**src/rtl/instruction_fetch.sv**
```systemverilog
// instruction_fetch: PC owner issuing in-order imem word reads, buffering {word, pc} in a credit-limited FIFO for the decoder.
module instruction_fetch #(
  parameter logic [31:0] RESET_PC = 32'h0000_0000,
  parameter int          DEPTH    = 2
) (
  input  logic        clk,
  input  logic        rst,
  output logic        imem_req_valid,
  input  logic        imem_req_ready,
  output logic [31:0] imem_req_addr,
  input  logic        imem_resp_valid,
  input  logic [31:0] imem_resp_data,
  input  logic        redirect_valid,
  input  logic [31:0] redirect_pc,
  output logic        inst_valid,
  input  logic        inst_ready,
  output logic [31:0] instruction,
  output logic [31:0] inst_pc
);
  localparam int CW = $clog2(DEPTH + 1);
  localparam int PW = $clog2(DEPTH);
  localparam logic [CW:0]   CAP  = (CW+1)'(DEPTH);
  localparam logic [PW-1:0] LAST = PW'(DEPTH - 1);
  logic [31:0]   fetch_pc, resp_pc;
  logic [CW-1:0] outstanding, discard, count;
  logic [PW-1:0] rd_ptr, wr_ptr;
  logic [31:0]   word_mem [DEPTH];
  logic [31:0]   pc_mem [DEPTH];
  logic          req_fire, keep, push, pop;
  // Responses return in order, so resp_pc shadows the address of the next kept response.
  always_comb begin
    inst_valid     = count != '0;
    imem_req_valid = !rst && !redirect_valid && ({1'b0, outstanding} + {1'b0, count} < CAP);
    imem_req_addr  = fetch_pc;
    req_fire       = imem_req_valid && imem_req_ready;
    keep           = imem_resp_valid && discard == '0;
    push           = keep && !redirect_valid;
    pop            = inst_valid && inst_ready && !redirect_valid;
    instruction    = inst_valid ? word_mem[rd_ptr] : 32'h0000_0013;
    inst_pc        = inst_valid ? pc_mem[rd_ptr] : '0;
  end
  always_ff @(posedge clk or posedge rst)
    if (rst) begin
      fetch_pc    <= RESET_PC;
      resp_pc     <= RESET_PC;
      outstanding <= '0;
      discard     <= '0;
      count       <= '0;
      rd_ptr      <= '0;
      wr_ptr      <= '0;
    end else if (redirect_valid) begin
      fetch_pc    <= {redirect_pc[31:2], 2'b00};
      resp_pc     <= {redirect_pc[31:2], 2'b00};
      outstanding <= outstanding - CW'(imem_resp_valid);
      discard     <= outstanding - CW'(imem_resp_valid);
      count       <= '0;
      rd_ptr      <= '0;
      wr_ptr      <= '0;
    end else begin
      if (req_fire) fetch_pc <= fetch_pc + 32'd4;
      if (keep) resp_pc <= resp_pc + 32'd4;
      outstanding <= outstanding + CW'(req_fire) - CW'(imem_resp_valid);
      if (imem_resp_valid && discard != '0) discard <= discard - CW'(1);
      count <= count + CW'(push) - CW'(pop);
      if (push) wr_ptr <= wr_ptr == LAST ? '0 : wr_ptr + PW'(1);
      if (pop) rd_ptr <= rd_ptr == LAST ? '0 : rd_ptr + PW'(1);
    end
  always_ff @(posedge clk)
    if (push) begin
      word_mem[wr_ptr] <= imem_resp_data;
      pc_mem[wr_ptr]   <= resp_pc;
    end
endmodule

```
**config.mk**
```make
export PLATFORM = sky130hd
export DESIGN_NAME = instruction_fetch
export DESIGN_NICKNAME = d
export VERILOG_FILES = /design/src/rtl/instruction_fetch.sv
export SDC_FILE = /design/constraint.sdc
export NUM_CORES = 1
export LEC_CHECK = 0
export ABC_CLOCK_PERIOD_IN_PS = 4300
export CAP_MARGIN = 20
export CORE_MARGIN = 4
export CORE_UTILIZATION = 40
export CTS_BUF_LIST = sky130_fd_sc_hd__clkbuf_16
export CTS_CLUSTER_DIAMETER = 30
export DETAILED_ROUTE_END_ITERATION = 16
export MAX_ROUTING_LAYER = met4
export SLEW_MARGIN = 10
export SYNTH_ARGS = -nofsm -noshare
export SYNTH_HDL_FRONTEND = slang
export SYNTH_SLANG_ARGS = --single-unit
```
**constraint.sdc**
```tcl
create_clock -name clk -period 4.3 [get_ports clk]
set_input_delay 0.645 -clock clk [delete_from_list [all_inputs] [get_ports clk]]
set_output_delay 0.645 -clock clk [all_outputs]
set_load 0.02 [all_outputs]
```
# Word level (Yosys, flattened, before mapping)
# Memories as Yosys holds them, arrays and structs flattened.
# Index checks and enable logic that the tools add are counted.
totals:
  input_bits: 70
  word_cells: 57
  latch_bits: 0
  memories: 2
  output_inout_bits: 98
  ram_bits: 128
  register_bits: 72
  rom_bits: 0
memory_table:
  columns: ["name", "words", "word_bits", "rd", "rd_clocked_by_memory_dff", "write_ports", "line_no", "source"]
  rows:
  - ["pc_mem", 2, 32, 1, 0, 1, "28", "logic [31:0] pc_mem [DEPTH];"]
  - ["word_mem", 2, 32, 1, 0, 1, "27", "logic [31:0] word_mem [DEPTH];"]
op_classes:
  n_reduce_logical: 18
  n_div: 0
  n_mux: 18
  order_cmp: 1
  add_sub_neg: 11
  n_mul: 0
  shift: 0
  n_eq_ne: 0
  n_bitwise: 0
op_table:
  columns: ["operator", "count"]
  rows:
  - ["2-to-1 mux 32 bit", 6]
  - ["adder 32 x 3 -> 32 bit, second input constant", 2]
  - ["nonzero test 2 bit", 7]
  - ["logical AND 1 bit", 8]
  - ["2-to-1 mux 1 bit", 8]
  - ["2-to-1 mux 2 bit", 4]
  - ["subtractor 2 x 1 -> 2 bit", 3]
  - ["adder 2 x 1 -> 2 bit", 2]
  - ["adder 2 x 2 -> 3 bit", 1]
  - ["less-than comparator 3 x 2 -> 1 bit, second input constant", 1]
  - ["adder 1 bit, second input constant", 2]
  - ["logical NOT 1 bit", 2]
  - ["logical NOT 2 bit", 1]
  - ["subtractor 2 x 1 -> 2 bit, second input constant", 1]

# Depth between registers and ports, before layout
depth:
  ltp_word: 7
  mapped_depth: 12
  depth_no_buf: 11

# Least setup slack after synthesis
# OpenSTA, ideal clock, no wires.
synth_path:
  path_kind: "input to register"
  from: "input port redirect_valid"
  to: "memory pc_mem[0][10], enable pin"
  t_arrival_ns: 3.884
  cell_stages: 4
  t_required_ns: 3.818
  slack_ns: -0.066
  path_buffers: 1
  setup_ns: 0.482
  path_cell_list: "clkinv_1 buf_1 nand3_1 nor2_1"
synth_between:
  elab_chain_len: 4
synth_lines:
  columns: ["item", "line_no", "source"]
  rows:
  - ["start, declared", "13", "input logic redirect_valid,"]
  - ["logical NOT 1 bit", "37", "push = keep && !redirect_valid;"]
  - ["logical AND 1 bit", "37", null]
  - ["2-to-1 mux 1 bit", "69", "if (push) begin"]
  - ["2-to-1 mux 1 bit (not written as such)", "71", "pc_mem[wr_ptr] <= resp_pc;"]
  - ["end, declared", "28", null]
# Every way passes these cells.

# Worst setup path in the final report
layout_path:
  from: "register rd_ptr"
  to: "output port instruction[13]"
layout_between:
  elab_chain_len: 2
layout_lines:
  columns: ["item", "line_no", "source"]
  rows:
  - ["start, declared", "26", "logic [PW-1:0] rd_ptr, wr_ptr;"]
  - ["start signal, assigned", "66", "if (pop) rd_ptr <= rd_ptr == LAST ? '0 : rd_ptr + PW'(1);"]
  - ["memory (2 x 32 bit)", null, null]
  - ["2-to-1 mux 32 bit", "39", "instruction = inst_valid ? word_mem[rd_ptr] : 32'h0000_0013;"]
  - ["end, declared", "17", "output logic [31:0] instruction,"]
# Every way passes these cells.

==> results.md <==
- Asr flop ratio synth: 0.354
- DRT Pass-1 Iters: 6
- # DRC: 0
- Clk root buf: clkbuf_16
- Seq/Total Area, Yosys: 0.627
- Max Fclk: 306 MHz
- CP Cell Sequence: buf_4, mux2i_1, nor2_1, clkdlybuf4s50_1
- DRT Wirelength: 20000 µm
- Iteration-0 DRC Markers: 290
- Site Rows: 53
- Setup TNS Final: 0 ps
- Die H: 155 µm
- Worst-Margin Slew: just under 900 ps
- Diodes inserted: 0
- Die W: 155 µm
- PwrDens: 466 mW/mm²
- Run status: complete, no violations
- Die area: 0.0241 mm²
- Pre-CTS WS: 1030 ps
- RSZ-0062 raised after global routing: false
- Area Overhead vs Synth: 29.3%
- Clk_lat worst skew: 420 ps
- Worst EP arrival: between 2000 and 3000 ps
- Port bufs: 161
- Mapped cell area: 0.00866 mm²
- Tot GR Track Use: 0.173
- Tightest Hold Check Type: reg -> reg
- Antenna Nets Post-Route: 0
- Cts bufs inserted: 17
- Largest net degree at the start of global routing: 52
- Max IR drop VDD: roughly 0.00025 V
- Dpl cells: approximately 1100
- Setup ws final: between 1000 and 1500 ps
- Syn_area_per_cell: 12.9 µm²
- Synth cell count leaders: edfxtp_1, nor2_1, dfrtp_1
- CTS Buffer Depth: 2
- Crit path time final: between 3000 and 4000 ps
- Cell with the most instances after synthesis: edfxtp_1
- Top cells by area, synth: edfxtp_1, dfrtp_1, mux2i_1, nor2_1, mux2_2
- Hold buffers post-CTS: 0
- Vias in the first global route: 6062
- Layout cells sized above 1: 0.0995
- Fin cells: between 1000 and 1500
- Crit-path slowest cell: dfrtp_4
- Clock tree sinks: 192
- Cell count after synthesis: 669
- CP max stage delay: 960 ps
- Core Box Area: 0.0212 mm²
- Leakage dissipation: 0.00392 µW
- First-pass GRT wire length: 32100 µm
- Met3 routed WL: 1080 µm
- Via count: 5737
- Number of I/O pins: between 150 and 200
- CP max FO: 46
- Initial antenna violation count: 0
- Yosys top cell by area: edfxtp_1
- Final Skew: 11.1 ps
- EDFF count, synth: around 120
- CTS tree: done
- Worst Setup End Kind: output pin
- DP Wirelength: 14000 µm
- Global route total overflow: 0
- Tcrit/Tclk final: 0.760
- MaxCap Viol Count: 0
- Final hold violation count: 0
- Met2 WL: slightly above 9000 µm
- Kind of start point of the critical path: flop
- Synth top area share: 0.430
- Max Used Layer: met4
- Filler cells: 1832
- Metal-1 WL: approximately 9500 µm
- Worst path required time: 3650 ps
- YS warnings: 0
- Post-CTS resize count: 0
- Net count, final: 910
- Register bit total from synthesis: 192
- Final Total Pwr: approximately 5200 µW
- Final Setup Violations: 0
- WL/cell: 17.8 µm
- Routability cong.: between 0.8 and 0.9
- Clk slew on worst S/H paths: 80 ps
- Critical path type: reg -> out
- Via density per instance: 5.13
- H-tree depth: 4
- Slew headroom: 0.411
- Netlist cell types: 50
- Max Slew Vio Count: 0
- # Post-CTS Setup Buffers: 0
- Primary FF master, synth: edfxtp_1
- Starting Density: 0.409
==> area by class of cell <==
type / count / area, µm² / share of cell area
clock buffer: 18 / 450 / 0.0403
clock inverter: 14 / 139 / 0.0124
inverter: 22 / 85.1 / 0.00760
multi-input combinational: 428 / 3040 / 0.271
sequential: 192 / 5430 / 0.485
tap: 275 / 344 / 0.0308
timing repair buffer: 170 / 1700 / 0.152
==> kinds of logic (layout without fill, tap and decap cells) <==
group / after synthesis / count (layout) / share of synthesized area
DFF: 192 / 192 / 0.627
other: 1 / 4 / 0.000433
muxes: 93 / 93 / 0.111
buffers and inverters: 52 / 224 / 0.0263
xor gates and xnor gates: 56 / 56 / 0.0567
adders and majority gates: 9 / 9 / 0.0139
AOI/OAI and AO/OA: 44 / 44 / 0.0322
and+or+nand+nor: 222 / 222 / 0.133
==> sequential cells by signal, indices dropped and copies added (netlist names) <==
name,count
wr_ptr,1
count,2
discard,2
resp_pc,30
word_mem,64
pc_mem,60
outstanding,2
imem_req_addr,30
rd_ptr,1
==> routing by layer <==
| metal | global-route usage | vias to the layer above |
|---|---|---|
| met2 | 0.262 | 185 |
| met3 | 0.0381 | 19 |
| met5 | - | - |
| li1 | - | 2737 |
| met4 | 0.0412 | 0 |
| met1 | 0.240 | 2796 |
==> per-stage QoR <==
stage	util	hold WS (ps)	cell area, µm²
floorplan	-	463	8670
global placement	0.501	496	10600
detailed placement	0.501	504	10600
CTS	0.529	538	11200
global route	0.529	560	11200
finish	0.529	537	11200
==> critical path: cells and delay by family (launching register included) <==
kind | cells | cell delay [ps]
simple gates | 1 | 140
flops | 1 | 960
buf+inv | 2 | 980
mux | 1 | 100
==> report_power, final <==
part / internal [µW] / switching (µW)
logic: 606 / 697
registers: 2160 / 185
clock network: 855 / 718
==> final timing paths <==
| path | startpoint | to | slack, ps | cells after the start |
|---|---|---|---|---|
| setup / recovery | rd_ptr | instruction[13] | 1030 | 4 |
| min in group asynchronous | rst | imem_req_addr[11] | 880 | 2 |
| hold / removal | resp_pc[26] | pc_mem[1][26] | 540 | 0 |
| setup reg to reg | count[0] | outstanding[1] | 1080 | 11 |
| max in group asynchronous | rst | resp_pc[23] | 2500 | 3 |
| hold reg to reg | resp_pc[26] | pc_mem[1][26] | 540 | 0 |
==> cells in the final DEF, fill, tap and decap left out, types with 4 or more instances in the layout <==
cell type	n
nor4_1	9
nand4_1	31
a21boi_0	9
inv_6	4
nor2_1	82
dfrtp_1	67
nor3_1	14
nand3_1	20
a21oi_1	13
ha_1	8
o21ai_0	8
mux2i_1	67
edfxtp_1	124
clkbuf_16	18
xnor2_1	31
inv_4	4
xor2_1	25
nand2b_1	7
and4_1	5
mux2_2	26
nand2_1	29
conb_1	4
buf_4	7
inv_1	20
and2_1	4
clkdlybuf4s50_1	161
(Power assumes the default switching activity.)
